===== config.mk =====
export PLATFORM = sky130hd
export DESIGN_NAME = hop_scan_rx
export DESIGN_NICKNAME = d
export VERILOG_FILES = /design/src/rtl/hop_scan_rx.sv
export SDC_FILE = /design/constraint.sdc
export NUM_CORES = 1
export LEC_CHECK = 0
export ABC_AREA = 1
export BUFFER_PORTS_ARGS = -buffer_cell sky130_fd_sc_hd__buf_2
export CAP_MARGIN = 20
export CORE_AREA = 2 2 117 119
export DETAILED_ROUTE_END_ITERATION = 8
export DIE_AREA = 0 0 119 121
export RECOVER_POWER = 100
export SYNTH_ARGS = -nofsm -noshare
export SYNTH_HDL_FRONTEND = slang
export SYNTH_SLANG_ARGS = --single-unit

===== constraint.sdc =====
create_clock -name clk -period 2.4 [get_ports clk]
set_input_delay 0.36 -clock clk [delete_from_list [all_inputs] [get_ports clk]]
set_output_delay 0.36 -clock clk [all_outputs]
set_load 0.01 [all_outputs]

===== src/rtl/hop_scan_rx.sv =====
// rtl/hop_scan_rx.sv - hop-control scan chain receiver: two-phase deserialiser, commit and protocol checks
module hop_scan_rx #(
  parameter int NTX_BITS      = 58,
  parameter int BIT_CNT_WIDTH = 6
) (
  input  logic                     clk,
  input  logic                     reset_n,
  input  logic                     scan_id,
  input  logic                     scan_phi,
  input  logic                     scan_phi_bar,
  input  logic                     scan_data_in,
  input  logic                     scan_load_chip,
  output logic [NTX_BITS-1:0]      data_out,
  output logic                     data_valid,
  output logic [BIT_CNT_WIDTH-1:0] nbits_cnt,
  output logic [1:0]               rx_state,
  output logic                     err_seq,
  output logic                     err_count,
  output logic                     err_abort
);

  typedef enum logic [1:0] {
    IDLE      = 2'd0,
    WAIT_PHI  = 2'd1,
    WAIT_PHIB = 2'd2
  } state_t;

  localparam logic [BIT_CNT_WIDTH-1:0] FULL = BIT_CNT_WIDTH'(NTX_BITS);

  // control bits packed as {load, phi_bar, phi, id}; data only needs one stage
  logic [3:0]          s1_ctl, s2_ctl, rise;
  logic                s1_data;
  logic                rise_id, rise_phi, rise_phib, rise_load, multi_rise;

  state_t              state, state_n;
  logic [NTX_BITS-1:0] sr, sr_n, data_out_n;
  logic                master, master_n;
  logic                committed, committed_n;
  logic [BIT_CNT_WIDTH-1:0] cnt_n;
  logic                valid_n, seq_n, count_n, abort_n;

  assign rise       = s1_ctl & ~s2_ctl;
  assign rise_id    = rise[0];
  assign rise_phi   = rise[1];
  assign rise_phib  = rise[2];
  assign rise_load  = rise[3];
  assign multi_rise = (rise_phi & rise_phib) | (rise_phi & rise_load) | (rise_phib & rise_load);
  assign rx_state   = state;

  always_comb begin
    state_n     = state;
    sr_n        = sr;
    master_n    = master;
    committed_n = committed;
    cnt_n       = nbits_cnt;
    data_out_n  = data_out;
    valid_n     = 1'b0;
    seq_n       = err_seq;
    count_n     = err_count;
    abort_n     = err_abort;
    if (state == IDLE) begin
      if (rise_id) begin
        state_n     = WAIT_PHI;
        sr_n        = '0;
        cnt_n       = '0;
        committed_n = 1'b0;
        seq_n       = 1'b0;
        count_n     = 1'b0;
        abort_n     = 1'b0;
      end
    end else if (!s1_ctl[0]) begin
      state_n = IDLE;
      if (nbits_cnt != '0 && !committed) abort_n = 1'b1;
    end else if (multi_rise) begin
      seq_n = 1'b1;
    end else if (state == WAIT_PHI) begin
      if (rise_phi) begin
        master_n = s1_data;
        state_n  = WAIT_PHIB;
      end else if (rise_load) begin
        // only the first load of a frame may commit, whether or not it succeeds
        if (committed) begin
          seq_n = 1'b1;
        end else begin
          committed_n = 1'b1;
          if (nbits_cnt == FULL) begin
            data_out_n = sr;
            valid_n    = 1'b1;
          end else begin
            count_n = 1'b1;
          end
        end
      end else if (rise_phib) begin
        seq_n = 1'b1;
      end
    end else begin
      if (rise_phib) begin
        if (nbits_cnt < FULL) begin
          sr_n  = {master, sr[NTX_BITS-1:1]};
          cnt_n = nbits_cnt + 1'b1;
        end else begin
          count_n = 1'b1;
        end
        state_n = WAIT_PHI;
      end else if (rise_phi) begin
        seq_n    = 1'b1;
        master_n = s1_data;
      end else if (rise_load) begin
        seq_n = 1'b1;
      end
    end
  end

  always_ff @(posedge clk or negedge reset_n) begin
    if (!reset_n) begin
      s1_ctl     <= '0;
      s2_ctl     <= '0;
      s1_data    <= 1'b0;
      state      <= IDLE;
      sr         <= '0;
      master     <= 1'b0;
      committed  <= 1'b0;
      nbits_cnt  <= '0;
      data_out   <= '0;
      data_valid <= 1'b0;
      err_seq    <= 1'b0;
      err_count  <= 1'b0;
      err_abort  <= 1'b0;
    end else begin
      s1_ctl     <= {scan_load_chip, scan_phi_bar, scan_phi, scan_id};
      s2_ctl     <= s1_ctl;
      s1_data    <= scan_data_in;
      state      <= state_n;
      sr         <= sr_n;
      master     <= master_n;
      committed  <= committed_n;
      nbits_cnt  <= cnt_n;
      data_out   <= data_out_n;
      data_valid <= valid_n;
      err_seq    <= seq_n;
      err_count  <= count_n;
      err_abort  <= abort_n;
    end
  end

endmodule


== Word-level counts from Yosys, hierarchy flattened ==
Cells that the tools add are included.

* Flip-flop bits (word level): 139
* Word-level logic and storage cells: 128

* $add $sub $neg: 1
* $lt $le $gt $ge: 1
* Eq/ne operators: 20
* Mux-type cells: 62
* Bitwise operators: 11
* Reduce and logical (&&, ||, !) cells: 20

{| class="wikitable"
|+ Operator list
! cell !! count
|-
| 58-bit 2-to-1 mux || 7
|-
| 6-bit 2-to-1 mux || 7
|-
| 1-bit 2-to-1 mux || 41
|-
| 3-bit != test, second input constant || 5
|-
| 2-bit 2-to-1 mux || 7
|-
| 6-bit AND reduction || 2
|-
| 2-bit nonzero test || 6
|-
| 5-bit != test, second input constant || 2
|-
| 9-bit AND reduction || 1
|-
| 2-bit by 1-bit != test with 1-bit output, second input constant || 4
|-
| 4-bit by 1-bit != test with 1-bit output, second input constant || 2
|-
| 4-bit != test, second input constant || 2
|-
| 4-bit AND reduction || 2
|-
| 8-bit AND reduction || 1
|-
| 7-bit AND reduction || 1
|-
| 6-bit by 1-bit adder with 6-bit output, second input constant || 1
|-
| 6-bit equality test, second input constant || 1
|-
| 6-bit < comparator, second input constant || 1
|-
| 6-bit nonzero test || 1
|-
| 5-bit nonzero test || 1
|-
| 4-bit AND || 1
|-
| 2-bit != test, second input constant || 2
|-
| 1-bit inverter || 4
|-
| 4-bit inverter || 1
|-
| 9 further kinds || 12
|}

== Depth between registers and ports, before layout ==
* Word-level depth: 9
* Depth in mapped cells: 11
* Depth with buffers taken out: 10

== Worst setup path after synthesis ==
OpenSTA, ideal clock, no wires.

* Path kind: register -> register
* From: reg nbits_cnt[0]
* To: reg data_out[1]
* Arrival: 1.419 ns
* Path slack: 0.851 ns
* Cell stages (with the launch flop): 12
* Buffers on the path: 2
* Cell sequence: dfrtp_1 > inv_1 > ha_1 > inv_1 > nor2_1 > nand2_1 > nor2_2 > nand2_2 > buf_6 > buf_6 > nand2_1 > o21ai_1

* Longest elaborated chain between the ends: 2

{| class="wikitable"
|+ Ends and longest elaborated chain
! what !! RTL line !! RTL
|-
| start: declaration || 15 || <nowiki>output logic [BIT_CNT_WIDTH-1:0] nbits_cnt,</nowiki>
|-
| start signal: assignment || 137 || <nowiki>nbits_cnt <= cnt_n;</nowiki>
|-
| 6-bit equality test || 86 || <nowiki>if (nbits_cnt == FULL) begin</nowiki>
|-
| 8-bit AND reduction (no source line) || -- ||
|-
| end signal: assignment || 138 || <nowiki>data_out <= data_out_n;</nowiki>
|-
| end: declaration || 13 || <nowiki>output logic [NTX_BITS-1:0] data_out,</nowiki>
|}

Every way passes these cells.
A chain may end at the register's enable or synchronous reset.

== Worst setup path after layout ==
* From: reg state[1] (netlist: rx_state[1])
* To: reg sr[44]

* Longest elaborated chain between the ends: 3

{| class="wikitable"
|+ Ends and longest elaborated chain
! what !! RTL line !! RTL
|-
| start: declaration || 35 || <nowiki>state_t state, state_n;</nowiki>
|-
| start signal: assignment || 133 || <nowiki>state <= state_n;</nowiki>
|-
| 2-bit by 1-bit equality test with 1-bit output or 2-bit zero test (tied branches) || 76, 61 ||
|-
| 2-bit != test (no source line), or another cell as far along || -- ||
|-
| 6-bit AND reduction (no source line) || -- ||
|-
| end signal: assignment || 134 || <nowiki>sr <= sr_n;</nowiki>
|-
| end: declaration || 36 || <nowiki>logic [NTX_BITS-1:0] sr, sr_n, data_out_n;</nowiki>
|}

Parallel ways exist; a longest one is shown, timed or not.

==> results.cfg <==
[clock_network]
cts_buffers = 17
clkTransAtPathRegs_ns = 0.06
clock-sinks = 139
clock_latency_ns = 0.41
cts-root-buf = clkbuf_16
cts_tree = built
cts.path.max_buffers = 2
cts_htree_levels = 4

[power_and_ir_drop]
power_frac_seq = 0.462
p_sw_frac = 0.251
p_sw_mw = 1.34
pwr-share-comb = 0.092
power_density_nw_per_um2 = 806
p_int_mw = 3.99
leakage_nw = 3.00
peakVddDrop_uv = 380
clock_power_share = 0.445

[synth]
synth-seq-cells = 139
yosysTopAreaCell = dfrtp_1
yosysTopAreaCellShare = 0.601
synth_area_per_cell_um2 = 9.85
ys_top_cells_by_area = dfrtp_1 (60%), nand3_1 (6.7%), o21ai_2 (6.2%)
synth_cell_types = 24
syn_nets = 598
yosysSeqAreaShare = 0.601
yosys_warnings = 0
netlist_instances = 588
syn-cell-area_um2 = 5790

[sta]
whs_ns = 0.0493
setup_tns_ns = 0
hold_viol_final = 0
finalCritPeriodShare = 0.859
fmax_ghz = 0.485
relSlewSlack = 0.362
finalMaxSlewViolations = 0
rsz0062_at_grt = false
setup_violations = 0
worst_pin_slew_ns = 0.957
fin_crit_ns = 2.06
fin_skew_ns = 0.00813

[die]
core_region_area_um2 = 13100
pin_count = 77
fp.dieH_um = 121
row_count = 42
die-area_um2 = 14400
die_w_um = 119
start_util = 0.443

[cells_and_area]
drive_above_1_share = 0.0814
area_growth_pct = 14.1
utilization = 0.505
diodes = 0
final_nets = 674
final_common_cell = dfrtp_1
fin_cells = 852
final_cell_mix = dfrtp_1 (139), o21ai_0 (115), nand2_1 (94), inv_1 (81), nand3_1 (78)

[place]
port_buffers = 76
dpl.cell_count = 820
gp_congestion = 0.785
dpl.hpwl_um = 7290

[grt]
overflow = 0
grt_max_degree = 63
first_global_vias = 3914
antenna_found_initial = 0
grt_pass1_wl_um = 18700
gr-usage-all-layers = 0.163

[run]
drv_cap = 0

[worst_setup_path]
crit_arrival_ns = 2.33
worstSetupPathType = flop to flop
crit_top_cell = inv_1
cp-start-kind = flop
cp.depth = 7
slowest_delay_ns = 0.47
crit_family = buffers and inverters
crit_required_ns = 2.67
cp_slowest_cell = dfrtp_1
critical_path_buf_inv_count = 3
crit_fanout = 51
ff2ff_path_depth = 7
crit_chain = inv_1 -> nand2_4 -> nor2_1 -> inv_1 -> buf_12 -> nand3_1 -> o21ai_0
endpoint_kind = flop

[min_path]
hold_path_class = input port to flop
hold_depth = 1

[drt]
vias_per_cell = 4.84
ant_nets = 0
drt_iter0_drc = 181
drc_errors = 0
wl_per_cell_um = 13.0
dr_total_vias = 4124
first_pass_iters = 4
totalWireLength_um = 11100

[outcome]
status = finished, final reports clean
worst reg2reg max path: stages, from the launching register on:
cell	delay (ns)
dfrtp_1	0.47
inv_1	0.23
nand2_4	0.13
nor2_1	0.27
inv_1	0.31
buf_12	0.29
nand3_1	0.12
o21ai_0	0.11
path summary, 6_finish.rpt:
kind,startpoint,end,slack (ns)
max,rx_state[1]$_DFFE_PN0P_,sr[44]$_DFFE_PN0P_,0.34
min,scan_phi,s1_ctl[1]$_DFF_PN0_,0.05
max reg2reg,rx_state[1]$_DFFE_PN0P_,sr[44]$_DFFE_PN0P_,0.34
min reg2reg,s1_ctl[1]$_DFF_PN0_,s2_ctl[1]$_DFF_PN0_,0.40
max in group asynchronous,reset_n,sr[53]$_DFFE_PN0P_,0.67
min in group asynchronous,reset_n,sr[12]$_DFFE_PN0P_,0.64
power groups by stage:
stage / combinational, mW / sequential, mW / clock [mW]
2_1_floorplan: 0.318 / 2.52 / 0
6_report: 0.492 / 2.46 / 2.37
5_1_grt: 0.564 / 2.47 / 2.54
4_1_cts: 0.528 / 2.46 / 2.44
3_3_place_gp: 0.520 / 2.50 / 0
3_5_place_dp: 0.523 / 2.51 / 0
final cells by class:
cell class / instances / area (µm²)
sequential: 139 / 3480
clock buffer: 24 / 502
timing repair buffer: 89 / 450
multi-input combinational: 334 / 1610
fill: 1275 / 6470
inverter: 83 / 312
tap: 176 / 220
clock inverter: 7 / 40.0
cells in the mapped netlist, drive strengths merged:
master and number:
buf 26, clkbuf 6, xor2 4, o22ai 1, nand2 97, dfrtp 139
o21ai 121, a21oi 5, ha 3, nand3 79, nor3 1, nor2 20
inv 83, nand4 3
through the flow:
stage	total power [mW]	instance area [µm²]	setup slack [ns]
2_1_floorplan	2.83	5790	0.851
3_5_place_dp	3.03	6320	0.426
3_3_place_gp	3.02	6320	0.462
6_report	5.33	6610	0.338
5_1_grt	5.58	6610	0.154
4_1_cts	5.43	6870	0.414
layer usage:
| metal | part of all wire | GRT usage |
|---|---|---|
| met1 | 0.48 | 0.217 |
| met2 | 0.46 | 0.253 |
| met3 | 0.039 | 0.0456 |
| met4 | 0.016 | 0.0685 |
| met5 | 0 | 0 |
state kept, by name, summed over array words and instances, names as in the netlist:
register / count
data_out: 58
sr: 58
nbits_cnt: 6
s1_ctl: 4
s2_ctl: 4
rx_state: 2
committed: 1
data_valid: 1
err_abort: 1
err_count: 1
err_seq: 1
master: 1
s1_data: 1
what timing repair did:
item | 4_1_cts | 5_1_grt
endpoints found under the setup margin | 0 | 0
endpoints found under the hold margin | 33 | 0
gates resized for setup | 0 | 0
setup buffers | 0 | 0
hold buffers | 1 | 0
logic make-up after synthesis:
family	count (synthesis)	share of synthesized area
flip-flops	139	0.601
buffers and inverters	115	0.0966
AO/OA/AOI/OAI	127	0.137
XOR/XNOR	4	0.00605
adder cells (fa/ha/maj)	3	0.00648
AND/OR/NAND/NOR	200	0.154
No activity file was read; power rests on OpenSTA's default activity.
